$ cat src/rtl/ps2_cmd_decoder.sv
// PS/2 game-command decoder: key map, typematic/hold filter, 4-entry FWFT command queue, cursor tracker.
// Optional feature: define CURSOR_WRAP_EN to make cursor moves wrap at the board edges instead of saturating.
module ps2_cmd_decoder #(
    parameter int unsigned HOLD_CYCLES = 2500000,
    parameter int unsigned GRID        = 10
) (
    input  logic       clk,
    input  logic       rst_n,
    input  logic [7:0] key,
    input  logic       key_valid,
    output logic [2:0] cmd,
    output logic       cmd_valid,
    input  logic       cmd_ready,
    output logic [3:0] cur_x,
    output logic [3:0] cur_y,
    output logic       overflow
);

    localparam int unsigned CODE_W  = 8;
    localparam int unsigned CMD_W   = 3;
    localparam int unsigned POS_W   = 4;
    localparam int unsigned PTR_W   = 2;
    localparam int unsigned DEPTH   = 4;
    localparam int unsigned FCNT_W  = 3;
    localparam int unsigned QUIET_W = $clog2(HOLD_CYCLES + 1);

    localparam logic [CMD_W-1:0] CMD_NONE    = 3'd0;
    localparam logic [CMD_W-1:0] CMD_UP      = 3'd1;
    localparam logic [CMD_W-1:0] CMD_DOWN    = 3'd2;
    localparam logic [CMD_W-1:0] CMD_LEFT    = 3'd3;
    localparam logic [CMD_W-1:0] CMD_RIGHT   = 3'd4;
    localparam logic [CMD_W-1:0] CMD_FIRE    = 3'd5;
    localparam logic [CMD_W-1:0] CMD_ROTATE  = 3'd6;
    localparam logic [CMD_W-1:0] CMD_NEWGAME = 3'd7;

    localparam logic [POS_W-1:0]   POS_MAX    = POS_W'(GRID - 1);
    localparam logic [QUIET_W-1:0] QUIET_LAST = QUIET_W'(HOLD_CYCLES - 1);
    localparam logic [FCNT_W-1:0]  FIFO_FULL  = FCNT_W'(DEPTH);

    typedef enum logic {
        S_IDLE = 1'b0,
        S_HELD = 1'b1
    } state_t;

    function automatic logic [CMD_W-1:0] map_key(input logic [CODE_W-1:0] code);
        case (code)
            8'h1D, 8'h75: map_key = CMD_UP;
            8'h1B, 8'h72: map_key = CMD_DOWN;
            8'h1C, 8'h6B: map_key = CMD_LEFT;
            8'h23, 8'h74: map_key = CMD_RIGHT;
            8'h29, 8'h5A: map_key = CMD_FIRE;
            8'h2D:        map_key = CMD_ROTATE;
            8'h76:        map_key = CMD_NEWGAME;
            default:      map_key = CMD_NONE;
        endcase
    endfunction

    function automatic logic [POS_W-1:0] pos_dec(input logic [POS_W-1:0] p);
`ifdef CURSOR_WRAP_EN
        pos_dec = (p == '0) ? POS_MAX : p - POS_W'(1);
`else
        pos_dec = (p == '0) ? p : p - POS_W'(1);
`endif
    endfunction

    function automatic logic [POS_W-1:0] pos_inc(input logic [POS_W-1:0] p);
`ifdef CURSOR_WRAP_EN
        pos_inc = (p >= POS_MAX) ? '0 : p + POS_W'(1);
`else
        pos_inc = (p >= POS_MAX) ? POS_MAX : p + POS_W'(1);
`endif
    endfunction

    state_t              state, state_nxt;
    logic [CODE_W-1:0]   held_code, held_code_nxt;
    logic [QUIET_W-1:0]  quiet_cnt, quiet_cnt_nxt;
    logic [CMD_W-1:0]    key_cmd;
    logic                key_mapped;
    logic                emit;

    logic [CMD_W-1:0]    mem [DEPTH];
    logic [CMD_W-1:0]    mem_nxt [DEPTH];
    logic [PTR_W-1:0]    rd_ptr, rd_ptr_nxt, wr_ptr, wr_ptr_nxt;
    logic [FCNT_W-1:0]   fcount, fcount_nxt;
    logic [CMD_W-1:0]    head_nxt;
    logic                pop, push, drop;
    logic [POS_W-1:0]    cur_x_nxt, cur_y_nxt;

    always_comb begin
        key_cmd    = map_key(key);
        key_mapped = (key_cmd != CMD_NONE);
    end

    // Filter state register
    always_ff @(posedge clk or negedge rst_n) begin
        if (!rst_n) begin
            state     <= S_IDLE;
            held_code <= '0;
            quiet_cnt <= '0;
        end else begin
            state     <= state_nxt;
            held_code <= held_code_nxt;
            quiet_cnt <= quiet_cnt_nxt;
        end
    end

    // Filter next state: leave HELD only after a full quiet window
    always_comb begin
        state_nxt = state;
        case (state)
            S_IDLE: if (key_valid && key_mapped) state_nxt = S_HELD;
            S_HELD: if (!key_valid && quiet_cnt == QUIET_LAST) state_nxt = S_IDLE;
            default: state_nxt = S_IDLE;
        endcase
    end

    // Filter outputs: repeats/echoes of the held code are swallowed and restart the window
    always_comb begin
        emit          = 1'b0;
        held_code_nxt = held_code;
        quiet_cnt_nxt = quiet_cnt;
        case (state)
            S_IDLE: begin
                if (key_valid && key_mapped) begin
                    emit          = 1'b1;
                    held_code_nxt = key;
                    quiet_cnt_nxt = '0;
                end
            end
            S_HELD: begin
                if (key_valid) begin
                    if (key == held_code) begin
                        quiet_cnt_nxt = '0;
                    end else if (key_mapped) begin
                        emit          = 1'b1;
                        held_code_nxt = key;
                        quiet_cnt_nxt = '0;
                    end
                end else if (quiet_cnt == QUIET_LAST) begin
                    quiet_cnt_nxt = '0;
                end else begin
                    quiet_cnt_nxt = quiet_cnt + QUIET_W'(1);
                end
            end
            default: ;
        endcase
    end

    // Queue bookkeeping; a pop frees a slot for a same-cycle push even when full
    always_comb begin
        pop        = cmd_valid && cmd_ready;
        push       = emit && ((fcount != FIFO_FULL) || pop);
        drop       = emit && (fcount == FIFO_FULL) && !pop;
        mem_nxt    = mem;
        if (push) mem_nxt[wr_ptr] = key_cmd;
        rd_ptr_nxt = rd_ptr + PTR_W'(pop);
        wr_ptr_nxt = wr_ptr + PTR_W'(push);
        fcount_nxt = fcount + FCNT_W'(push) - FCNT_W'(pop);
        head_nxt   = (fcount_nxt == '0) ? CMD_NONE : mem_nxt[rd_ptr_nxt];
    end

    // Cursor moves only for commands that actually enter the queue
    always_comb begin
        cur_x_nxt = cur_x;
        cur_y_nxt = cur_y;
        if (push) begin
            case (key_cmd)
                CMD_UP:      cur_y_nxt = pos_dec(cur_y);
                CMD_DOWN:    cur_y_nxt = pos_inc(cur_y);
                CMD_LEFT:    cur_x_nxt = pos_dec(cur_x);
                CMD_RIGHT:   cur_x_nxt = pos_inc(cur_x);
                CMD_NEWGAME: begin
                    cur_x_nxt = '0;
                    cur_y_nxt = '0;
                end
                default: ;
            endcase
        end
    end

    always_ff @(posedge clk or negedge rst_n) begin
        if (!rst_n) begin
            for (int i = 0; i < DEPTH; i++) mem[i] <= CMD_NONE;
            rd_ptr    <= '0;
            wr_ptr    <= '0;
            fcount    <= '0;
            cmd       <= CMD_NONE;
            cmd_valid <= 1'b0;
            overflow  <= 1'b0;
            cur_x     <= '0;
            cur_y     <= '0;
        end else begin
            mem       <= mem_nxt;
            rd_ptr    <= rd_ptr_nxt;
            wr_ptr    <= wr_ptr_nxt;
            fcount    <= fcount_nxt;
            cmd       <= head_nxt;
            cmd_valid <= (fcount_nxt != '0);
            overflow  <= drop;
            cur_x     <= cur_x_nxt;
            cur_y     <= cur_y_nxt;
        end
    end

endmodule

$ cat config.mk
export PLATFORM = sky130hd
export DESIGN_NAME = ps2_cmd_decoder
export DESIGN_NICKNAME = d
export VERILOG_FILES = /design/src/rtl/ps2_cmd_decoder.sv
export SDC_FILE = /design/constraint.sdc
export NUM_CORES = 1
export LEC_CHECK = 0
export CAP_MARGIN = 20
export CORE_MARGIN = 2
export CORE_UTILIZATION = 58
export CTS_CLUSTER_DIAMETER = 40
export DETAILED_ROUTE_END_ITERATION = 8
export DONT_BUFFER_PORTS = 1
export GPL_TIMING_DRIVEN = 0
export PLACE_DENSITY = 0.76
export SLEW_MARGIN = 20
export SYNTH_ARGS = -nofsm -noshare
export SYNTH_HDL_FRONTEND = slang
export SYNTH_SLANG_ARGS = --single-unit
$ cat constraint.sdc
create_clock -name clk -period 3.6 [get_ports clk]
set_input_delay 0.54 -clock clk [delete_from_list [all_inputs] [get_ports clk]]
set_output_delay 0.54 -clock clk [all_outputs]
set_load 0.02 [all_outputs]
==> results by group <==
Pwr
  – Max VDD drop: between 300 and 400 uV
  – Power Dens Cells: approximately 490 nW/um^2
  – PnR Total Power: approximately 2.1 mW
  – Pleak: 1.89 nW

Setup path
  – Max FO, Critical Path: 4
  – Worst Path Arrival: approximately 3.7 ns
  – Crit Path Category: in -> reg
  – CP Cell Sequence: or3b_1, a2111o_1, o211ai_2, o31ai_4, nor2_2, inv_2, ha_1, inv_1, ha_1, fa_2, xnor2_2, nor3_4, buf_4, buf_4, nor3_1, a32oi_2, o31ai_2
  – CP startpoint kind: input pin
  – Crit path max-delay family: compound AO/OA/AOI/OAI gates
  – Worst Path Required: between 3 and 4 ns
  – CP peak stage delay: ~0.47 ns
  – Slowest CP cell: a2111o_1
  – Crit end category: register
  – WP buf/inv: 4

Route
  – Routed WL per cell: about 16 um
  – DR iter-0 viols: about 150
  – Routed via count: about 3200
  – DR DRC count: 0
  – DRT antenna net count: 0
  – Via-per-instance ratio: ~6.2
  – Routed WL: roughly 8.3 mm
  – DRT Pass-1 Iters: 4

Clock network
  – CTS Sinks: 63
  – Num CTS Buffers: 9
  – CTS H-Tree Depth: 3
  – CTS tree: yes
  – Worst-path clk slew: around 0.080 ns
  – Root buf cell: clkbuf_8
  – Worst skew pair latency: 0.35 ns
  – CTS max path bufs: 2

Global route
  – Largest net degree at the start of global routing: 64
  – Initial antenna violation count: 0
  – Grt total ovfl: 0
  – First-pass GRT wire length: ~14 mm
  – M3 GR Usage: under 10%
  – Gr busiest metal: met2
  – Vias in the first global route: slightly above 3000
  – Met1 usage: slightly above 30%
  – Total GRT Usage: between 20% and 30%
  – Routing usage on met2: about two fifths

Yosys
  – Unique cell type count in the Yosys netlist: between 70 and 80
  – Largest cells by area after synthesis: dfrtp_1 41%, nand2_1 5.7%, ha_1 4.2%
  – Mapped Area: ~3900 sq um
  – Register area share after synthesis: 40.5%
  – EDFF count, synth: 0
  – Synth top area share: about 40%
  – Register bit count reported by yosys: 63
  – Top cell type by total area after synthesis: dfrtp_1
  – Post-Syn Area per Cell: approximately 9.3 sq um
  – Syn_nets: 445
  – Top_reg_cell synth: dfrtp_1
  – Synth warnings: 0
  – Synth async-reset ratio: 100%
  – Synthesized instance count: approximately 420

STA
  – Max-slew violation count: 0
  – Fmax: 289 MHz
  – Final hold violation count: 0
  – Final Skew: between 0.01 and 0.015 ns
  – Crit share post-route: a little over nine tenths
  – Final setup vio count: 0
  – Period minus WS final: 3.46 ns
  – Worst Tran Pin Value: about 0.80 ns
  – Max-slew headroom: between 40% and 50%
  – Final worst setup slack: 0.135 ns

Cells and area
  – Area growth from synthesis to layout: 10.4%
  – Post-layout nets: ~460
  – Share of cells above drive strength 1: around 18%
  – Antenna cells: 0

Die
  – IO Pins: 25
  – Initial Utilization: between 60 and 70%
  – Die X: 85.9 um
  – Core area: roughly 6400 sq um
  – Rows: 29
  – Die H: ~86 um
  – Die footprint: ~7400 sq um

Placed design
  – I/O Buffers: 0
  – Place WS: -0.488 ns
  – GP Congestion: a little under 0.9
  – Estimated wirelength of the detail-placed design: just under 6 mm

Status
  – Outcome: completed

Run
  – Max-Cap Viols: 0

Min path
  – Hold Path Class: in -> async
==> cell usage in the layout, fill, tap and decap left out, types with 3 or more instances in the layout <==
cell      synthesis  layout
xnor2_1          13      12
clkbuf_1          5       5
clkinv_2          0       3
buf_2             8       7
nand3_1          13      13
clkbuf_8          0       9
o21ai_1          16      16
a31oi_1           4       4
dfrtp_1          63      62
mux2_2           11      11
o31ai_1           8       8
nor2_1           42      42
ha_1             13      13
nor4_2            2       3
nor2b_1           6       6
and2_1            4       4
nand2b_1          5       5
nor3_2            3       3
xor2_1            9       9
buf_4             0       6
mux2i_1           5       5
nand4_1           8       8
a21oi_1          15      15
nor4b_1           3       3
nor4_1            4       3
o21ai_0          11      11
inv_1            15      14
a22o_1            3       3
nor3_1            7       6
or3_1             3       3
nand2_1          59      58
buf_6             3       3
and3_1            4       4
==> routing by layer <==
| metal | up-vias | part of all wire [%] |
|---|---|---|
| met5 | - | 0 |
| li1 | 1529 | - |
| met4 | 0 | 2.6 |
| met3 | 23 | 3.5 |
| met2 | 87 | 51 |
| met1 | 1570 | 43 |
==> cells in the mapped netlist (5+ instances only) <==
cell type	count
dfrtp_1	63
nand2_1	59
nor2_1	42
o21ai_1	16
a21oi_1	15
inv_1	15
ha_1	13
nand3_1	13
xnor2_1	13
mux2_2	11
o21ai_0	11
xor2_1	9
buf_2	8
nand4_1	8
o31ai_1	8
nor3_1	7
nor2b_1	6
clkbuf_1	5
mux2i_1	5
nand2b_1	5
==> state kept, by name (all words and copies together), names as in the netlist <==
name       flops
quiet_cnt     22
mem           12
held_code      8
cur_x          4
cur_y          4
cmd            3
fcount         3
rd_ptr         2
wr_ptr         2
cmd_valid      1
overflow       1
state          1
==> cell type report <==
cell class / count / area, sq um
plain buffers: 17 / 98.8
clock buffers: 9 / 124
clock inverters: 7 / 48.8
fillers: 513 / 2130
inverters: 17 / 63.8
multi-input cells: 322 / 2210
flip-flops and latches: 63 / 1580
well taps: 77 / 96.3
repair buffers: 7 / 72.6
==> kinds of logic (layout without fill, tap and decap cells) <==
| logic type | count (synthesis) | count (layout) | synth area share, % |
|---|---|---|---|
| adder cells (fa/ha/maj) | 14 | 14 | 4.69 |
| buffers and inverters | 34 | 57 | 4.11 |
| AO/OA/AOI/OAI | 85 | 85 | 15.5 |
| XOR/XNOR | 22 | 22 | 4.95 |
| flip-flops | 63 | 63 | 40.5 |
| multiplexers | 18 | 18 | 5.24 |
| AND/OR/NAND/NOR | 183 | 183 | 25.0 |
==> path summary, 6_finish.rpt <==
check                               from            end  slack [ns]  cells after the start
min in group clk               key_valid          state        0.32                      2
hold / removal                     rst_n   quiet_cnt[7]        0.05                      1
setup / recovery                  key[5]         cmd[2]        0.14                     17
setup reg to reg               cmd_valid         cmd[2]        0.28                     15
hold reg to reg            quiet_cnt[16]  quiet_cnt[16]        0.50                      1
max in group asynchronous          rst_n      cmd_valid        3.26                      1
==> through the flow <==
| step | hold slack [ns] | cell area (sq um) | util [%] | cells | TNS [ns] |
|---|---|---|---|---|---|
| 2_1_floorplan | 0.244 | 3900 | - | 419 | 0 |
| 3_3_place_gp | 0.246 | 3990 | 62.2 | 496 | -0.930 |
| 3_5_place_dp | 0.246 | 3990 | 62.2 | 496 | -1.39 |
| 4_1_cts | 0.0690 | 4230 | 65.9 | 515 | 0 |
| 5_1_grt | 0.0663 | 4300 | 66.9 | 519 | -0.00980 |
| 6_report | 0.0465 | 4300 | 66.9 | 519 | 0 |
==> timing repair <==
action	CTS	global route
pin swaps	1	6
setup buffers	2	4
setup endpoints to repair	3	3
hold buffers	1	0
cloned	0	0
hold endpoints to repair	63	0
gates resized for setup	5	8
==> where the power goes <==
part | leakage, nW | total, mW | internal, mW | switching, mW
Clock | 0.0894 | 0.545 | 0.250 | 0.295
Sequential | 0.838 | 0.905 | 0.813 | 0.0922
Combinational | 0.962 | 0.668 | 0.265 | 0.403
Total | 1.89 | 2.12 | 1.33 | 0.790
Power figures use the tool's default switching activity.
